--- src/rtl/sr_pkg.sv ---
// Shared types and defaults for the SR flop bank.
package sr_pkg;

   // How a channel resolves a simultaneous set and reset request
   typedef enum logic [1:0] {
      SET_DOM = 2'd0,
      RST_DOM = 2'd1,
      HOLD    = 2'd2,
      TOGGLE  = 2'd3
   } sr_mode_t;

   localparam int SR_WIDTH = 8;
   localparam int SR_CNT_W = 8;

   // Next value of one channel for an enabled sample
   function automatic logic sr_next(sr_mode_t mode, logic s, logic r, logic q);
      logic nxt;
      nxt = q;
      case ({s, r})
         2'b10:   nxt = 1'b1;
         2'b01:   nxt = 1'b0;
         2'b11: begin
            case (mode)
               SET_DOM: nxt = 1'b1;
               RST_DOM: nxt = 1'b0;
               HOLD:    nxt = q;
               TOGGLE:  nxt = ~q;
               default: nxt = q;
            endcase
         end
         default: nxt = q;
      endcase
      return nxt;
   endfunction

endpackage

--- src/rtl/sr_flop_bank_if.sv ---
// Request/status bundle between the SR flop bank and its user.
interface sr_flop_bank_if
   import sr_pkg::*;
#(
   parameter int WIDTH = SR_WIDTH,
   parameter int CNT_W = SR_CNT_W
);
   logic             en;
   logic [WIDTH-1:0] S;
   logic [WIDTH-1:0] R;
   logic [WIDTH-1:0] Q;
   logic [WIDTH-1:0] Qbar;
   logic [WIDTH-1:0] rise;
   logic [WIDTH-1:0] fall;
   logic             conflict;
   logic [CNT_W-1:0] conflict_cnt;

   // Driver side: issues set/reset requests, observes state
   modport master (
      output en, S, R,
      input  Q, Qbar, rise, fall, conflict, conflict_cnt
   );

   // Flop bank side
   modport slave (
      input  en, S, R,
      output Q, Qbar, rise, fall, conflict, conflict_cnt
   );
endinterface

--- src/rtl/sr_flop_cell.sv ---
// One SR channel: resolve S/R, hold Q, and flag edges of Q.
module sr_flop_cell
   import sr_pkg::*;
#(
   parameter sr_mode_t MODE     = SET_DOM,
   parameter logic     INIT_BIT = 1'b0
) (
   input  logic clk,
   input  logic reset,
   input  logic i_en,
   input  logic i_s,
   input  logic i_r,
   output logic o_q,
   output logic o_rise,
   output logic o_fall
);
   logic r_q;
   logic r_rise;
   logic r_fall;
   logic w_nxt;

   // Resolve the sampled request against the current state
   always_comb begin
      w_nxt = sr_next(MODE, i_s, i_r, r_q);
   end

   // State and edge flags; edge flags line up with the cycle Q shows its new value
   always_ff @(posedge clk) begin
      if (reset) begin
         r_q    <= INIT_BIT;
         r_rise <= 1'b0;
         r_fall <= 1'b0;
      end else if (i_en) begin
         r_q    <= w_nxt;
         r_rise <= ~r_q & w_nxt;
         r_fall <= r_q & ~w_nxt;
      end else begin
         r_rise <= 1'b0;
         r_fall <= 1'b0;
      end
   end

   assign o_q    = r_q;
   assign o_rise = r_rise;
   assign o_fall = r_fall;
endmodule

--- src/rtl/sr_flop_bank.sv ---
// Bank of independent clocked SR channels with shared conflict tracking.
module sr_flop_bank
   import sr_pkg::*;
#(
   parameter int               WIDTH = SR_WIDTH,
   parameter sr_mode_t         MODE  = SET_DOM,
   parameter logic [WIDTH-1:0] INIT  = '0,
   parameter int               CNT_W = SR_CNT_W
) (
   input logic          clk,
   input logic          reset,
   sr_flop_bank_if.slave bus
);
   localparam logic [CNT_W-1:0] CNT_MAX = '1;

   logic [WIDTH-1:0] w_q;
   logic [WIDTH-1:0] w_rise;
   logic [WIDTH-1:0] w_fall;
   logic             w_conf;
   logic             r_conflict;
   logic [CNT_W-1:0] r_cnt;

   for (genvar i = 0; i < WIDTH; i++) begin : g_cell
      sr_flop_cell #(
         .MODE     (MODE),
         .INIT_BIT (INIT[i])
      ) u_cell (
         .clk    (clk),
         .reset  (reset),
         .i_en   (bus.en),
         .i_s    (bus.S[i]),
         .i_r    (bus.R[i]),
         .o_q    (w_q[i]),
         .o_rise (w_rise[i]),
         .o_fall (w_fall[i])
      );
   end

   // Any channel seeing S=R=1 on an enabled sample is one conflict cycle
   always_comb begin
      w_conf = bus.en & (|(bus.S & bus.R));
   end

   // Conflict pulse and saturating conflict counter
   always_ff @(posedge clk) begin
      if (reset) begin
         r_conflict <= 1'b0;
         r_cnt      <= '0;
      end else begin
         r_conflict <= w_conf;
         if (w_conf && (r_cnt != CNT_MAX)) begin
            r_cnt <= r_cnt + 1'b1;
         end
      end
   end

   // Qbar is derived from the flop output so it is never equal to Q
   assign bus.Q            = w_q;
   assign bus.Qbar         = ~w_q;
   assign bus.rise         = w_rise;
   assign bus.fall         = w_fall;
   assign bus.conflict     = r_conflict;
   assign bus.conflict_cnt = r_cnt;
endmodule

--- src/flat_wrapper.sv ---
// flat-port wrapper written by rule: the top's interface ports become plain ports
module sr_flop_bank_flat import sr_pkg::*;
#(
   parameter int               WIDTH = SR_WIDTH,
   parameter sr_mode_t         MODE  = SET_DOM,
   parameter logic [WIDTH-1:0] INIT  = '0,
   parameter int               CNT_W = SR_CNT_W
)
  (clk, reset, bus_en, bus_S, bus_R, bus_Q, bus_Qbar, bus_rise, bus_fall, bus_conflict, bus_conflict_cnt);
  sr_flop_bank_if #(.WIDTH(WIDTH), .CNT_W(CNT_W)) bus_i ();
  input logic clk;
  input logic reset;
  input wire logic [$bits(bus_i.en)-1:0] bus_en;
  input wire logic [$bits(bus_i.S)-1:0] bus_S;
  input wire logic [$bits(bus_i.R)-1:0] bus_R;
  output wire logic [$bits(bus_i.Q)-1:0] bus_Q;
  output wire logic [$bits(bus_i.Qbar)-1:0] bus_Qbar;
  output wire logic [$bits(bus_i.rise)-1:0] bus_rise;
  output wire logic [$bits(bus_i.fall)-1:0] bus_fall;
  output wire logic [$bits(bus_i.conflict)-1:0] bus_conflict;
  output wire logic [$bits(bus_i.conflict_cnt)-1:0] bus_conflict_cnt;
  assign bus_i.en = bus_en;
  assign bus_i.S = bus_S;
  assign bus_i.R = bus_R;
  assign bus_Q = bus_i.Q;
  assign bus_Qbar = bus_i.Qbar;
  assign bus_rise = bus_i.rise;
  assign bus_fall = bus_i.fall;
  assign bus_conflict = bus_i.conflict;
  assign bus_conflict_cnt = bus_i.conflict_cnt;
  sr_flop_bank #(.WIDTH(WIDTH), .MODE(MODE), .INIT(INIT), .CNT_W(CNT_W)) u_core (.clk(clk), .reset(reset), .bus(bus_i));
endmodule
--- config.mk ---
export PLATFORM = sky130hd
export DESIGN_NAME = sr_flop_bank_flat
export DESIGN_NICKNAME = d
export VERILOG_FILES = /design/src/rtl/sr_pkg.sv /design/src/rtl/sr_flop_bank_if.sv /design/src/rtl/sr_flop_cell.sv /design/src/rtl/sr_flop_bank.sv /design/src/flat_wrapper.sv
export SDC_FILE = /design/constraint.sdc
export NUM_CORES = 1
export LEC_CHECK = 0
export ABC_AREA = 1
export CORE_ASPECT_RATIO = 2
export CORE_MARGIN = 4
export CORE_UTILIZATION = 43
export DETAILED_ROUTE_END_ITERATION = 6
export PLACE_DENSITY = 0.88
export SYNTH_ARGS = -nofsm -noshare
export SYNTH_HDL_FRONTEND = slang
export SYNTH_SLANG_ARGS = --single-unit
--- constraint.sdc ---
create_clock -name clk -period 1.35 [get_ports clk]
set_input_delay 0.27 -clock clk [delete_from_list [all_inputs] [get_ports clk]]
set_output_delay 0.27 -clock clk [all_outputs]
set_load 0.01 [all_outputs]
==> flow_summary_export.csv, run 1 <==
group,metric,value,unit
sta,finalHoldViolCount,0,
synth,syn-num-nets,233,
die,num_rows,30,
outcome,status,"completed",
critical_path,end_kind,"flip-flop",
clocking,cts.sinks,33,
global_route,grt_max_degree,17,
layout,regArea,668,um^2
sta,worst_slew_margin_rel,71.8,%
clocking,cts_tree,"done",
clocking,h-tree-depth,2,
sta,period_share,96.6,%
power,switching_share,26.0,%
sta,worst_slew_pin_slew,0.423,ns
layout,multi_input_area,612,um^2
route,postRouteAntennaNets,0,
global_route,track_usage,18.0,%
route,drt_pre_antenna_iters,4,
route,post_drt_wl_per_cell,13.3,um
critical_path,required,1.55,ns
die,initial_utilization,45.4,%
sta,rsz0062_at_grt,"false",
power,power_frac_comb,17.3,%
route,highest-signal-layer,"met4",
power,peakVddDrop,888,uV
sta,timing.final.ws_setup,0.0454,ns
worst_hold_path,hold_path_depth,1,
critical_path,critPathKind,"input port to flip-flop",
critical_path,worst_ep_arrival_time,1.51,ns
clocking,cts_buffer_depth,2,
synth,synth_area_leaders,"dfxtp_1, buf_4, inv_1",
route,vias_per_cell,4.84,
route,drtIter0Drc,28,
clocking,root_buffer,"clkbuf_8",
synth,yosysSeqAreaShare,42.6,%
clocking,clk_pin_slew,0.06,ns
die,io_pins,60,
die,fp.dieH,92.9,um
die,die_area,4690,um^2
critical_path,critPathMaxFanout,7,
power,power.switching,0.564,mW
power,leakagePower,1.10,nW
layout,nets,282,
synth,synth_top_area_share,42.6,%
route,wl_met3,232,um
route,routed_wl,4120,um
sta,fmax,0.767,GHz
clocking,cts_inserted_buffers,5,
layout,final_util,63.8,%
synth,synth_top_area_cell,"dfxtp_1",
route,wl_met1,1270,um
layout,final.fill_count,285,
flow_run,cap_violations,0,
placement,gp_congestion,0.887,
clocking,hold_buffers,0,
layout,final_common_cell,"dlygate4sd2_1",
layout,syn_to_final_growth,40.6,%
layout,antenna_cells,0,
placement,placed_area,2080,um^2
route,vias,1499,
synth,ys_seq_elements,33,
synth,syn_area_per_cell,7.28,um^2
route,drc,0,
layout,post-route-cell-area,2180,um^2
power,p_per_area,993,nW/um^2
worst_hold_path,hold_class,"flip-flop to flip-flop",
sta,setup_violations,0,
sta,final-max-slew-violation-count,0,
route,wl_met2,2440,um
clocking,insertion_delay,0.28,ns
global_route,antenna_found_initial,0,
synth,yosysWarningCount,0,
die,die_width,50.5,um
placement,place_hpwl,3080,um
critical_path,ff2ff_path_depth,7,
critical_path,crit_path_start_kind,"input port",
sta,fin_worst_skew,0.00547,ns
placement,dp_worst_setup_slack,-0.285,ns
global_route,grt_pass1_wl,6310,um
global_route,overflow,0,
synth,netlist_area,1550,um^2
placement,io_buffer_count,59,
sta,min_period,1.30,ns
power,clkPwrFrac,34.3,%
power,seq_power_share,48.4,%
layout,most-common-layout-cells,"dlygate4sd2_1, inv_1, nand2_1",
die,core_area,3420,um^2
layout,drive_gt1_share,13.7,%
global_route,grt_pass1_vias,1502,
power,p_int,1.60,mW
synth,synth.distinct_cells,19,
synth,synthCells,213,
[worst paths after layout]
| kind | start | slack (ns) | to |
|---|---|---|---|
| worst max register to register | u_core.bus.conflict_cnt[0] | 0.09 | u_core.bus.conflict_cnt[3] |
| worst max-delay path | bus_S[3] | 0.05 | u_core.bus.conflict_cnt[3] |
| worst min register to register | u_core.g_cell[5].u_cell.o_q | 0.44 | u_core.g_cell[5].u_cell.o_rise |
| worst min-delay path | u_core.g_cell[5].u_cell.o_q | 0.44 | u_core.g_cell[5].u_cell.o_rise |
[synthesized netlist by cell type]
library cell,number
nand3_2,2
nand3_1,5
nor2_2,1
nor3_1,17
nand4_1,6
o21bai_1,1
buf_2,1
or2_2,1
a21oi_1,13
buf_4,25
inv_1,37
clkbuf_1,2
nor2_1,16
dfxtp_1,33
nand2_1,33
xor2_1,1
o21ai_0,16
ha_1,1
nand2_2,2
[state kept, by name, summed over array words and instances, names as in the netlist]
| name | cells |
|---|---|
| u_core.g_cell.u_cell.o_q | 8 |
| u_core.g_cell.u_cell.o_rise | 8 |
| u_core.g_cell.u_cell.o_fall | 8 |
| u_core.bus.conflict | 1 |
| u_core.bus.conflict_cnt | 8 |
[area by class of cell]
class	instances	share of cell area [%]
Timing Repair Buffer	69	28.2
Multi-Input combinational cell	116	28.1
Sequential cell	33	30.7
Tap cell	48	2.76
Inverter	37	6.37
Clock buffer	7	3.96
[layer usage]
metal,global-route usage (%),vias to the layer above
met5,0,-
met4,10.8,0
met3,4.67,15
met2,34.9,65
met1,15.3,674
li1,-,745
[kinds of logic (layout without fill, tap and decap cells)]
| logic type | Yosys count | count (layout) | synth area share, % |
|---|---|---|---|
| AO/OA/AOI/OAI | 30 | 30 | 9.85 |
| XOR/XNOR | 1 | 1 | 0.565 |
| adder cells (fa/ha/maj) | 1 | 1 | 0.807 |
| buffers and inverters | 65 | 113 | 21.9 |
| flip-flops | 33 | 33 | 42.6 |
| AND/OR/NAND/NOR | 83 | 84 | 24.3 |
[critical path, stage by stage]
cell and delay (ns):
clkdlybuf4s50_1 0.44, nand2_1 0.11, nand2_1 0.09, nor2_4 0.16
nand2_4 0.10, nand3_4 0.12, nand2_1 0.08, a21oi_2 0.14
[power by group through the flow]
stage                     Sequential [mW]  Combinational [mW]  Clock [mW]
after global placement               1.07               0.386           0
after global routing                 1.06               0.406       0.803
after CTS                            1.05               0.354       0.755
after detailed placement             1.07               0.392           0
after floorplan                      1.07               0.196           0
final                                1.05               0.374       0.742
[repair_timing]
item	4_1_cts	5_1_grt
gates resized for setup	48	13
endpoints found under the setup margin	42	10
pin swaps	0	3
setup buffers	0	0
gates cloned	0	1
[stage by stage]
| step | hold WS [ns] | instances | setup TNS (ns) | power, mW |
|---|---|---|---|---|
| final | 0.438 | 310 | 0 | 2.16 |
| after global routing | 0.473 | 310 | 0 | 2.26 |
| after CTS | 0.439 | 309 | 0 | 2.16 |
| after detailed placement | 0.435 | 302 | -2.80 | 1.46 |
| after global placement | 0.428 | 302 | -2.45 | 1.45 |
| after floorplan | 0.403 | 213 | 0 | 1.27 |
Note: power is estimated with default switching activity, not from simulation.
==> inputs of run 2 (changes only) <==
Settings changed: CTS_BUF_LIST set to sky130_fd_sc_hd__clkbuf_16.
==> flow_summary_export.csv, run 2 (same netlist as run 1, synthesis figures left out) <==
group,metric,value,unit
outcome,status,"completed",
clocking,h-tree-depth,2,
power,leakagePower,1.13,nW
clocking,cts_inserted_buffers,5,
global_route,grt_max_degree,17,
global_route,antenna_found_initial,0,
global_route,overflow,0,
clocking,post_cts_buffers,0,
global_route,track_usage,17.5,%
route,vias_per_cell,4.82,
sta,period_share,96.5,%
critical_path,crit_path_start_kind,"input port",
power,p_per_area,1100,nW/um^2
layout,final.fill_count,282,
clocking,cts_tree,"done",
route,vias,1495,
clocking,cts.sinks,33,
critical_path,critPathMaxFanout,7,
critical_path,critPathKind,"input port to flip-flop",
route,post_drt_wl_per_cell,13.1,um
sta,worst_slew_pin_slew,0.416,ns
die,io_pins,60,
die,fp.dieH,92.9,um
die,die_width,50.5,um
power,peakVddDrop,1010,uV
sta,timing.final.ws_setup,0.0468,ns
die,core_area,3420,um^2
layout,antenna_cells,0,
die,num_rows,30,
critical_path,worst_ep_arrival_time,1.46,ns
critical_path,crit_chain,"clkdlybuf4s50_1, nand2_1, nand2_1, nor2_4, nand2_4, nand3_4, a21oi_1, nor2_1",
layout,nets,282,
critical_path,ff2ff_path_depth,7,
layout,syn_to_final_growth,43.6,%
placement,io_buffer_count,59,
worst_hold_path,hold_path_depth,1,
route,drc,0,
sta,min_period,1.30,ns
critical_path,crit_path_top_delay_cell,"clkdlybuf4s50_1",
critical_path,end_kind,"flip-flop",
clocking,cts_buffer_depth,2,
layout,final_common_cell,"dlygate4sd2_1",
sta,final.setup.tns,0,ns
worst_hold_path,hold_class,"flip-flop to flip-flop",
sta,hold_slack,0.436,ns
placement,post-place-cells,302,
clocking,root_buffer,"clkbuf_16",
global_route,grt_pass1_wl,6170,um
sta,fin_worst_skew,0.00387,ns
route,drt_pre_antenna_iters,4,
critical_path,required,1.51,ns
die,die_area,4690,um^2
sta,worst_slew_margin_rel,72.3,%
layout,most-common-layout-cells,"dlygate4sd2_1, inv_1, nand2_1",
layout,final_util,65.2,%
sta,finalHoldViolCount,0,
clocking,insertion_delay,0.27,ns
critical_path,max_stage_delay,0.50,ns
placement,place_hpwl,3080,um
sta,setup_violations,0,
global_route,grt_pass1_vias,1500,
die,initial_utilization,45.4,%
placement,dp_worst_setup_slack,-0.285,ns
route,drtIter0Drc,29,
clocking,clk_pin_slew,0.05,ns
layout,final_cell_count_no_fill,310,
sta,fmax,0.767,GHz
placement,gp_congestion,0.887,
flow_run,cap_violations,0,
sta,final-max-slew-violation-count,0,
route,routed_wl,4080,um
route,postRouteAntennaNets,0,
critical_path,cp_common_cell,"nand2_1",
layout,drive_gt1_share,13.0,%
==> run 2: cell types whose count changed in the layout (fill, tap and decap cells not counted) <==
cell	previous run	this run
a21oi_2	2	1
inv_1	36	38
dfxtp_2	6	5
a21oi_1	11	12
clkbuf_16	0	5
dfxtp_1	27	28
clkbuf_1	1	0
nand2_1	33	31
clkbuf_8	6	0
nand2_2	2	4
clkinv_1	0	1
inv_2	1	0
==> run 2: per-stage QoR <==
step,power (mW),area [um^2]
finish,2.45,2230
CTS,2.45,2180
detailed placement,1.46,2080
floorplan,1.27,1550
global route,2.55,2230
global placement,1.45,2080
==> run 2: power breakdown <==
group / total, mW / internal [mW] / switching, mW
clock network: 1.02 / 0.657 / 0.367
registers: 1.05 / 1.02 / 0.0288
logic: 0.373 / 0.176 / 0.197
==> run 2: path summary, 6_finish.rpt <==
kind,startpoint,end,slack [ns]
worst max-delay path,bus_S[3],u_core.bus.conflict_cnt[2],0.05
worst min-delay path,u_core.g_cell[5].u_cell.o_q,u_core.g_cell[5].u_cell.o_rise,0.44
worst max register to register,u_core.bus.conflict_cnt[1],u_core.bus.conflict_cnt[3],0.09
worst min register to register,u_core.g_cell[5].u_cell.o_q,u_core.g_cell[5].u_cell.o_rise,0.44
==> run 2: final cells by class <==
class / count / area [um^2] / share of cell area [%]
Clock buffer: 5 / 125 / 5.62
Clock inverter: 2 / 7.51 / 0.337
Inverter: 37 / 139 / 6.24
Multi-Input combinational cell: 116 / 613 / 27.5
Sequential cell: 33 / 667 / 30.0
Tap cell: 48 / 60.1 / 2.70
Timing Repair Buffer: 69 / 614 / 27.6
==> run 2: what timing repair did <==
| action | in CTS | in global routing |
|---|---|---|
| gates cloned | 0 | 1 |
| hold buffers | 0 | 0 |
| setup endpoints to repair | 43 | 9 |
| pin swaps | 1 | 7 |
| resized for setup | 48 | 12 |
==> run 2: metal layers <==
layer,GRT usage (%),share of wire (%)
met5,0,0
met4,12.1,5.1
met3,4.99,5.2
met2,33.5,58
met1,14.3,32
==> run 2: critical path: cells and delay by family <==
family / cells / cell delay [ns]
simple gates: 6 / 0.54
buf+inv: 1 / 0.50
compound gates: 1 / 0.16
==> inputs of run 3 (changes only) <==
Settings changed: GPL_ROUTABILITY_DRIVEN set to 0, SETUP_SLACK_MARGIN set to 0.15.
==> flow_summary_export.csv, run 3 (same netlist as run 1, synthesis figures left out) <==
group,metric,value,unit
clocking,cts.sinks,33,
global_route,use_met3,4.83,%
route,drt_pre_antenna_iters,4,
critical_path,crit_path_start_kind,"input port",
global_route,overflow,0,
die,die_area,4690,um^2
sta,final-max-slew-violation-count,0,
clocking,root_buffer,"clkbuf_16",
route,vias,1536,
sta,fmax,0.768,GHz
power,clkPwrFrac,42.4,%
flow_run,cap_violations,0,
global_route,track_usage,19.2,%
sta,worst_slew_pin_slew,0.305,ns
die,fp.dieH,92.9,um
die,core_area,3420,um^2
power,leakagePower,1.23,nW
power,p_int,1.87,mW
layout,drive_gt1_share,28.0,%
critical_path,max_stage_delay,0.47,ns
placement,io_buffer_count,59,
clocking,cts_tree,"done",
clocking,clk_pin_slew,0.06,ns
critical_path,critPathMaxFanout,4,
route,drtIter0Drc,36,
global_route,grt_pass1_wl,6740,um
worst_hold_path,hold_class,"input port to flip-flop",
global_route,antenna_found_initial,0,
outcome,status,"completed",
critical_path,crit_path_top_delay_cell,"clkdlybuf4s50_1",
critical_path,cpLargestDelayFamily,"buffers and inverters",
sta,setup_violations,0,
critical_path,critPathBufInv,2,
route,drc,0,
layout,final.fill_count,267,
clocking,cts_inserted_buffers,5,
clocking,cts_buffer_depth,2,
global_route,grt_busiest_layer,"met2",
sta,worst_slew_margin_rel,79.6,%
die,num_rows,30,
power,switching_share,25.8,%
clocking,h-tree-depth,2,
power,peakVddDrop,810,uV
route,routed_wl,4320,um
layout,final_common_cell,"inv_1",
sta,fin_worst_skew,0.00582,ns
layout,antenna_cells,0,
global_route,grtUsageMet2,36.2,%
power,p_per_area,1080,nW/um^2
critical_path,end_kind,"flip-flop",
global_route,grt_max_degree,17,
power,power.switching,0.653,mW
die,initial_utilization,45.4,%
layout,syn_to_final_growth,51.3,%
critical_path,worst_ep_arrival_time,1.51,ns
global_route,grt_pass1_vias,1537,
power,seq_power_share,41.8,%
die,io_pins,60,
layout,nets,287,
sta,rsz0062_at_grt,"true",
critical_path,crit_chain,"clkdlybuf4s50_1, nand2_1, nand2_2, nor2_4, buf_4, nand2_4, nand4_1, a21oi_2",
sta,finalHoldViolCount,0,
clocking,insertion_delay,0.28,ns
layout,most-common-layout-cells,"inv_1, dlygate4sd2_1, nand2_1",
global_route,grtUsageMet1,18.0,%
route,post_drt_wl_per_cell,13.7,um
route,vias_per_cell,4.86,
placement,place_hpwl,2970,um
power,power_frac_comb,15.8,%
power,power,2.53,mW
sta,period_share,96.4,%
sta,hold_slack,0.281,ns
critical_path,critPathKind,"input port to flip-flop",
critical_path,required,1.56,ns
route,postRouteAntennaNets,0,
die,die_width,50.5,um
sta,min_period,1.30,ns
==> run 3: changes by cell type in the layout (fill, tap and decap cells not counted), sizes merged <==
cell,before,now
clkinv,1,2
clkbuf,5,7
clkdlybuf4s15,0,7
inv,38,37
clkinvlp,0,2
dlymetal6s2s,0,7
clkdlybuf4s50,18,7
dlygate4sd2,41,30
buf,10,20
==> run 3: final timing paths <==
path	to	cells after the start	slack [ns]	start
max	u_core.bus.conflict_cnt[1]	8	0.05	bus_R[1]
min	u_core.g_cell[6].u_cell.o_rise	3	0.28	bus_S[6]
max reg2reg	u_core.bus.conflict_cnt[3]	7	0.12	u_core.bus.conflict_cnt[0]
min reg2reg	u_core.g_cell[2].u_cell.o_rise	1	0.43	u_core.g_cell[2].u_cell.o_q
==> run 3: what timing repair did <==
item / CTS / global route
gates cloned: 1 / 1
setup endpoints to repair: 49 / 25
resized for setup: 101 / 27
setup buffers: 6 / 1
hold buffers: 0 / 0
pin swaps: 15 / 13
==> run 3: power by group through the flow <==
stage                     Combinational, mW  Clock (mW)  Sequential, mW
after floorplan                       0.199           0            1.07
after global routing                  0.439        1.14            1.06
after global placement                0.375           0            1.07
after detailed placement              0.383           0            1.07
after CTS                             0.381        1.08            1.06
final                                 0.400        1.07            1.06
==> run 3: routing by layer <==
layer	vias to the layer above	wire, um
met2	59	2510
met5	-	0
met3	16	219
li1	760	-
met1	701	1430
met4	0	163
==> run 3: layout make-up <==
cell class / count / area [um^2] / area share [%]
clock buffers: 5 / 125 / 5.34
repair inverters: 1 / 5.00 / 0.213
multi-input cells: 116 / 671 / 28.6
clock inverters: 3 / 13.8 / 0.587
flip-flops and latches: 33 / 686 / 29.2
well taps: 48 / 60.1 / 2.56
inverters: 37 / 143 / 6.08
repair buffers: 73 / 642 / 27.4
==> run 3: per-stage QoR <==
| stage | std cells | utilization [%] | area [um^2] | setup TNS, ns | worst slack (ns) |
|---|---|---|---|---|---|
| 6_report | 316 | 68.6 | 2340 | 0 | 0.0486 |
| 3_5_place_dp | 299 | 60.8 | 2080 | -2.68 | -0.243 |
| 2_1_floorplan | 213 | - | 1580 | 0 | 0.182 |
| 4_1_cts | 314 | 66.9 | 2280 | 0 | 0.117 |
| 3_3_place_gp | 299 | 60.8 | 2080 | -2.03 | -0.204 |
| 5_1_grt | 316 | 68.6 | 2340 | 0 | 0.0225 |
==> run 3: tightest hold or removal path, stage by stage <==
cell and delay (ns):
dlymetal6s2s_1 0.13, inv_1 0.07, nor3_1 0.04
==> patch 1: new RTL, flow settings as in run 2 <==
The package constant `SR_CNT_W` goes from 8 to 6.
--- a/src/rtl/sr_pkg.sv
+++ b/src/rtl/sr_pkg.sv
@@ -11,5 +11,5 @@
 
    localparam int SR_WIDTH = 8;
-   localparam int SR_CNT_W = 8;
+   localparam int SR_CNT_W = 6;
 
    // Next value of one channel for an enabled sample
Interface: changed (resized bus_conflict_cnt); port bits go from 60 to 58. No check against the original RTL was run, so the function may have changed too.
==> patch 1 against run 2 <==
Sequential cell count fell by 2; clock skew barely moved; area after synthesis down 7.3%; sequential power fell by 6%; routed wire length fell by 17%; total power fell by 4.8%; global-route usage decreased by 1.2 points; die area decreased by 6.4%; setup slack better by 5.2 ps; cell count down 13%; design area shrank 9.9%; count of clock-buffer cells in the layout is the same.
==> patch 1: results <==
group,metric,value,unit
setup_path,cp_slowest_cell,"dfxtp_1",
pwr,peakVddDrop,1.17,mV
route,wirelength,3400,um
synthesis,synth.area.top_cells,"dfxtp_1 (43%), buf_4 (13%), inv_1 (9.1%)",
placed_design,place_congestion,0.777,
setup_path,reg2reg_depth,8,
setup_path,r2r-end,"u_core.bus.conflict_cnt[0]",
synthesis,syn_inst,195,
placed_design,placed_area,1910,sq um
placed_design,dp_slack,-218,ps
cells_and_area,stdcell_count,269,
setup_path,reg2reg_from,"u_core.bus.conflict_cnt[0]",
setup_path,cpLargestDelayFamily,"buffers and inverters",
synthesis,synth_nets,215,
placed_design,dp_hpwl,2670,um
route,dr_total_vias,1279,
setup_path,path_max_fanout,4,
pwr,power.leakage,1.04,nW
worst_hold_path,hold_end,"u_core.g_cell[0].u_cell.o_rise",
synthesis,yosysUniqueCellTypes,20,
placed_design,port_buffers,57,
outcome,status,"completed",
synthesis,synth_common_cells,"inv_1 (35), dfxtp_1 (31), nand2_1 (31), buf_4 (24)",
grt,grt_pass1_wl,5460,um
sta,finClkSkew,3.68,ps
synthesis,synth_seq_area_share,0.432,
cells_and_area,nets,258,
grt,grt_pass1_vias,1254,
sta,tightest_slew,411,ps
placed_design,placed_cells,262,
## patch 1: cell types whose count changed after synthesis, sizes merged, moves of 2 or more
cell,delta
nand4,-3
dfxtp,-2
a21oi,-3
nand3,-2
nand2,-3
## patch 1: logic make-up (layout without fill, tap and decap cells)
logic type | after synthesis | after routing | share of synthesized area
compound gates | 26 | 26 | 0.0931
simple gates | 72 | 72 | 0.227
flops | 31 | 31 | 0.432
buf+inv | 65 | 108 | 0.239
fa+ha+maj | 1 | 1 | 0.00870
## patch 1: cell type report
type	instances	area [sq um]
fill	302	1190
timing repair buffer	64	587
inverter	37	139
clock inverter	2	8.76
multi-input combinational	99	483
tap	31	38.8
sequential	31	624
clock buffer	5	125
## patch 1: worst reg2reg max path: stages, from the launching register on
cell and delay [ps]:
dfxtp_2 350, ha_2 200, nand3_2 120, nor2_4 150, inv_2 60, nand3_4 110
nand2_1 60, nand2_1 50, nor2_1 40
## patch 1: report_power, final
group,switching (mW),total (mW),internal (mW)
Clock,0.363,1.02,0.659
Combinational,0.170,0.326,0.156
Sequential,0.0233,0.983,0.960
Total,0.556,2.33,1.78
## patch 1: layer usage
metal  GRT usage  vias up  wire, um
li1            -      665         -
met1       0.127      573      1140
met2       0.328       35      2010
met3      0.0513        6       178
met4      0.0809        0        78
met5           0        -         0
## patch 1: how the worst max path moves through the flow
stage,startpoint,end,slack (ps),cells after the start
final,u_core.g_cell[4].u_cell.o_q,bus_Qbar[4],50,2
after global routing,bus_en,u_core.g_cell[4].u_cell.o_q,-10,5
after CTS,u_core.bus.conflict_cnt[0],u_core.bus.conflict_cnt[0],20,8
after detailed placement,bus_S[0],u_core.bus.conflict_cnt[0],-220,8
after global placement,bus_S[4],u_core.bus.conflict_cnt[1],-160,8
after floorplan,u_core.bus.conflict_cnt[1],u_core.bus.conflict_cnt[0],130,8
==> patch 2: new RTL, flow settings as in run 2 <==
Made on the original files. Reset style: asynchronous (`reset`), changed in 2 clocked blocks.
--- a/src/rtl/sr_flop_cell.sv
+++ b/src/rtl/sr_flop_cell.sv
@@ -26,5 +26,5 @@
 
    // State and edge flags; edge flags line up with the cycle Q shows its new value
-   always_ff @(posedge clk) begin
+   always_ff @(posedge clk or posedge reset) begin
       if (reset) begin
          r_q    <= INIT_BIT;
--- a/src/rtl/sr_flop_bank.sv
+++ b/src/rtl/sr_flop_bank.sv
@@ -43,5 +43,5 @@
 
    // Conflict pulse and saturating conflict counter
-   always_ff @(posedge clk) begin
+   always_ff @(posedge clk or posedge reset) begin
       if (reset) begin
          r_conflict <= 1'b0;
Formal check against the unedited RTL: differs if reset is asserted again (counterexample within 4 cycles, from zero or initial values and one cycle with reset high); with reset held inactive, the same outputs for 10 cycles.
==> patch 2 against run 2 <==
Area after synthesis increased by 8.1%; setup slack worse by 19 ps; global-route usage grew 0.27 points; count of clock-buffer cells in the layout did not move; sequential cell count unchanged; design area up 9.7%; routed wire length increased by 1.2%; largest cell class unchanged; highest routed layer unchanged.
Power is not compared: it rests on default switching activity, and its combinational part moved more than twofold at a synthesized area within 25%.
==> patch 2: results <==
group,metric,value,unit
outcome,status,"completed",
grt,grt_pass1_vias,1507,
setup_path,reg2reg_from,"u_core.bus.conflict_cnt[0]",
grt,met2_usage,0.322,
pwr,intPower,2.21,mW
synthesis,yosysUniqueCellTypes,21,
setup_path,path_max_fanout,2,
worst_hold_path,hp-class,"primary input to asynchronous set/reset pin",
cells_and_area,nFillCells,297,
setup_path,ff2ff_setup_slack,60,ps
synthesis,synthArstFlopShare,1.00,
setup_path,cp-start-kind,"register",
route,drt-vias-per-instance,4.82,
synthesis,synth_flop_cell,"dfrtp_1",
sta,hold_ws,346,ps
grt,met3_usage,0.0388,
synthesis,synth_nets,215,
setup_path,cp_slowest_cell,"dfrtp_1",
placed_design,dp_hpwl,3150,um
sta,finClkSkew,5.91,ps
setup_path,reg2reg_depth,9,
route,wirelength,4120,um
setup_path,r2r-end,"u_core.bus.conflict_cnt[7]",
grt,grt_max_degree,34,
placed_design,place_congestion,0.833,
synthesis,synth.area.top_cells,"dfrtp_1 (49%), buf_4 (11%), nand2_1 (10%)",
sta,timing.slew.headroom,0.759,
setup_path,arrival,1050,ps
cells_and_area,layout-drive-gt1-share,0.182,
synthesis,synth_common_cells,"nand2_1 (45), dfrtp_1 (33), buf_4 (25), inv_1 (24)",
synthesis,synth_warnings,0,
setup_path,worstSetupEndpoint,"bus_conflict_cnt[0]",
setup_path,cpPeakStageDelay,380,ps
setup_path,cpLargestDelayFamily,"buffers and inverters",
synthesis,synth_seq_area_share,0.493,
grt,grt_use_met1,0.175,
grt,grt_pass1_wl,6580,um
grt,grt_util_all_layers,0.178,
pwr,power_frac_seq,0.384,
synthesis,syn_inst,195,
placed_design,placed_cells,294,
## patch 2: cell types whose count changed in the layout (fill, tap and decap cells not counted), moves of 5 or more
cell | run 2 | this run
dfrtp_1 | 0 | 31
dfxtp_1 | 28 | 0
inv_1 | 38 | 23
nand2_1 | 31 | 45
buf_4 | 10 | 23
nor3_1 | 16 | 6
o21ai_0 | 16 | 7
nor2_1 | 14 | 7
nor4_1 | 0 | 6
a21oi_1 | 12 | 7
dfxtp_2 | 5 | 0
## patch 2: worst reg2reg max path: cells and delay by family, from the launching register on
kind          cells  cell delay (ps)
simple gates      6              520
flops             1              350
buf+inv           3              320
## patch 2: cells by family after synthesis
kind of cell               after synthesis  share of synthesized area
buffers and inverters                   53                      0.176
DFF                                     33                      0.493
AOI/OAI and AO/OA                       20                     0.0687
and+or+nand+nor                         88                      0.255
adders and majority gates                1                    0.00747
## patch 2: layout make-up
class | count | share of cell area
well taps | 49 | 0.0251
clock buffers | 5 | 0.0513
multi-input cells | 109 | 0.239
inverters | 25 | 0.0384
flip-flops and latches | 33 | 0.339
repair buffers | 83 | 0.299
clock inverters | 3 | 0.00718
## patch 2: per-stage QoR
step | worst slack [ps] | cell area [sq um] | TNS (ps)
2_1_floorplan | 95.4 | 1680 | 0
3_5_place_dp | -229 | 2280 | -2040
5_1_grt | -26.6 | 2440 | -97.5
3_3_place_gp | -183 | 2280 | -1730
6_report | 27.5 | 2440 | 0
4_1_cts | 12.3 | 2410 | 0
## patch 2: repair_timing
action / CTS / global route
setup buffers: 4 / 1
setup endpoints to repair: 46 / 11
pin swaps: 0 / 0
gates resized for setup: 45 / 9
## patch 2: layer usage
metal | vias up | routed length [um]
li1 | 732 | -
met1 | 682 | 1400
met2 | 49 | 2360
met3 | 17 | 172
met4 | 0 | 186
met5 | - | 0
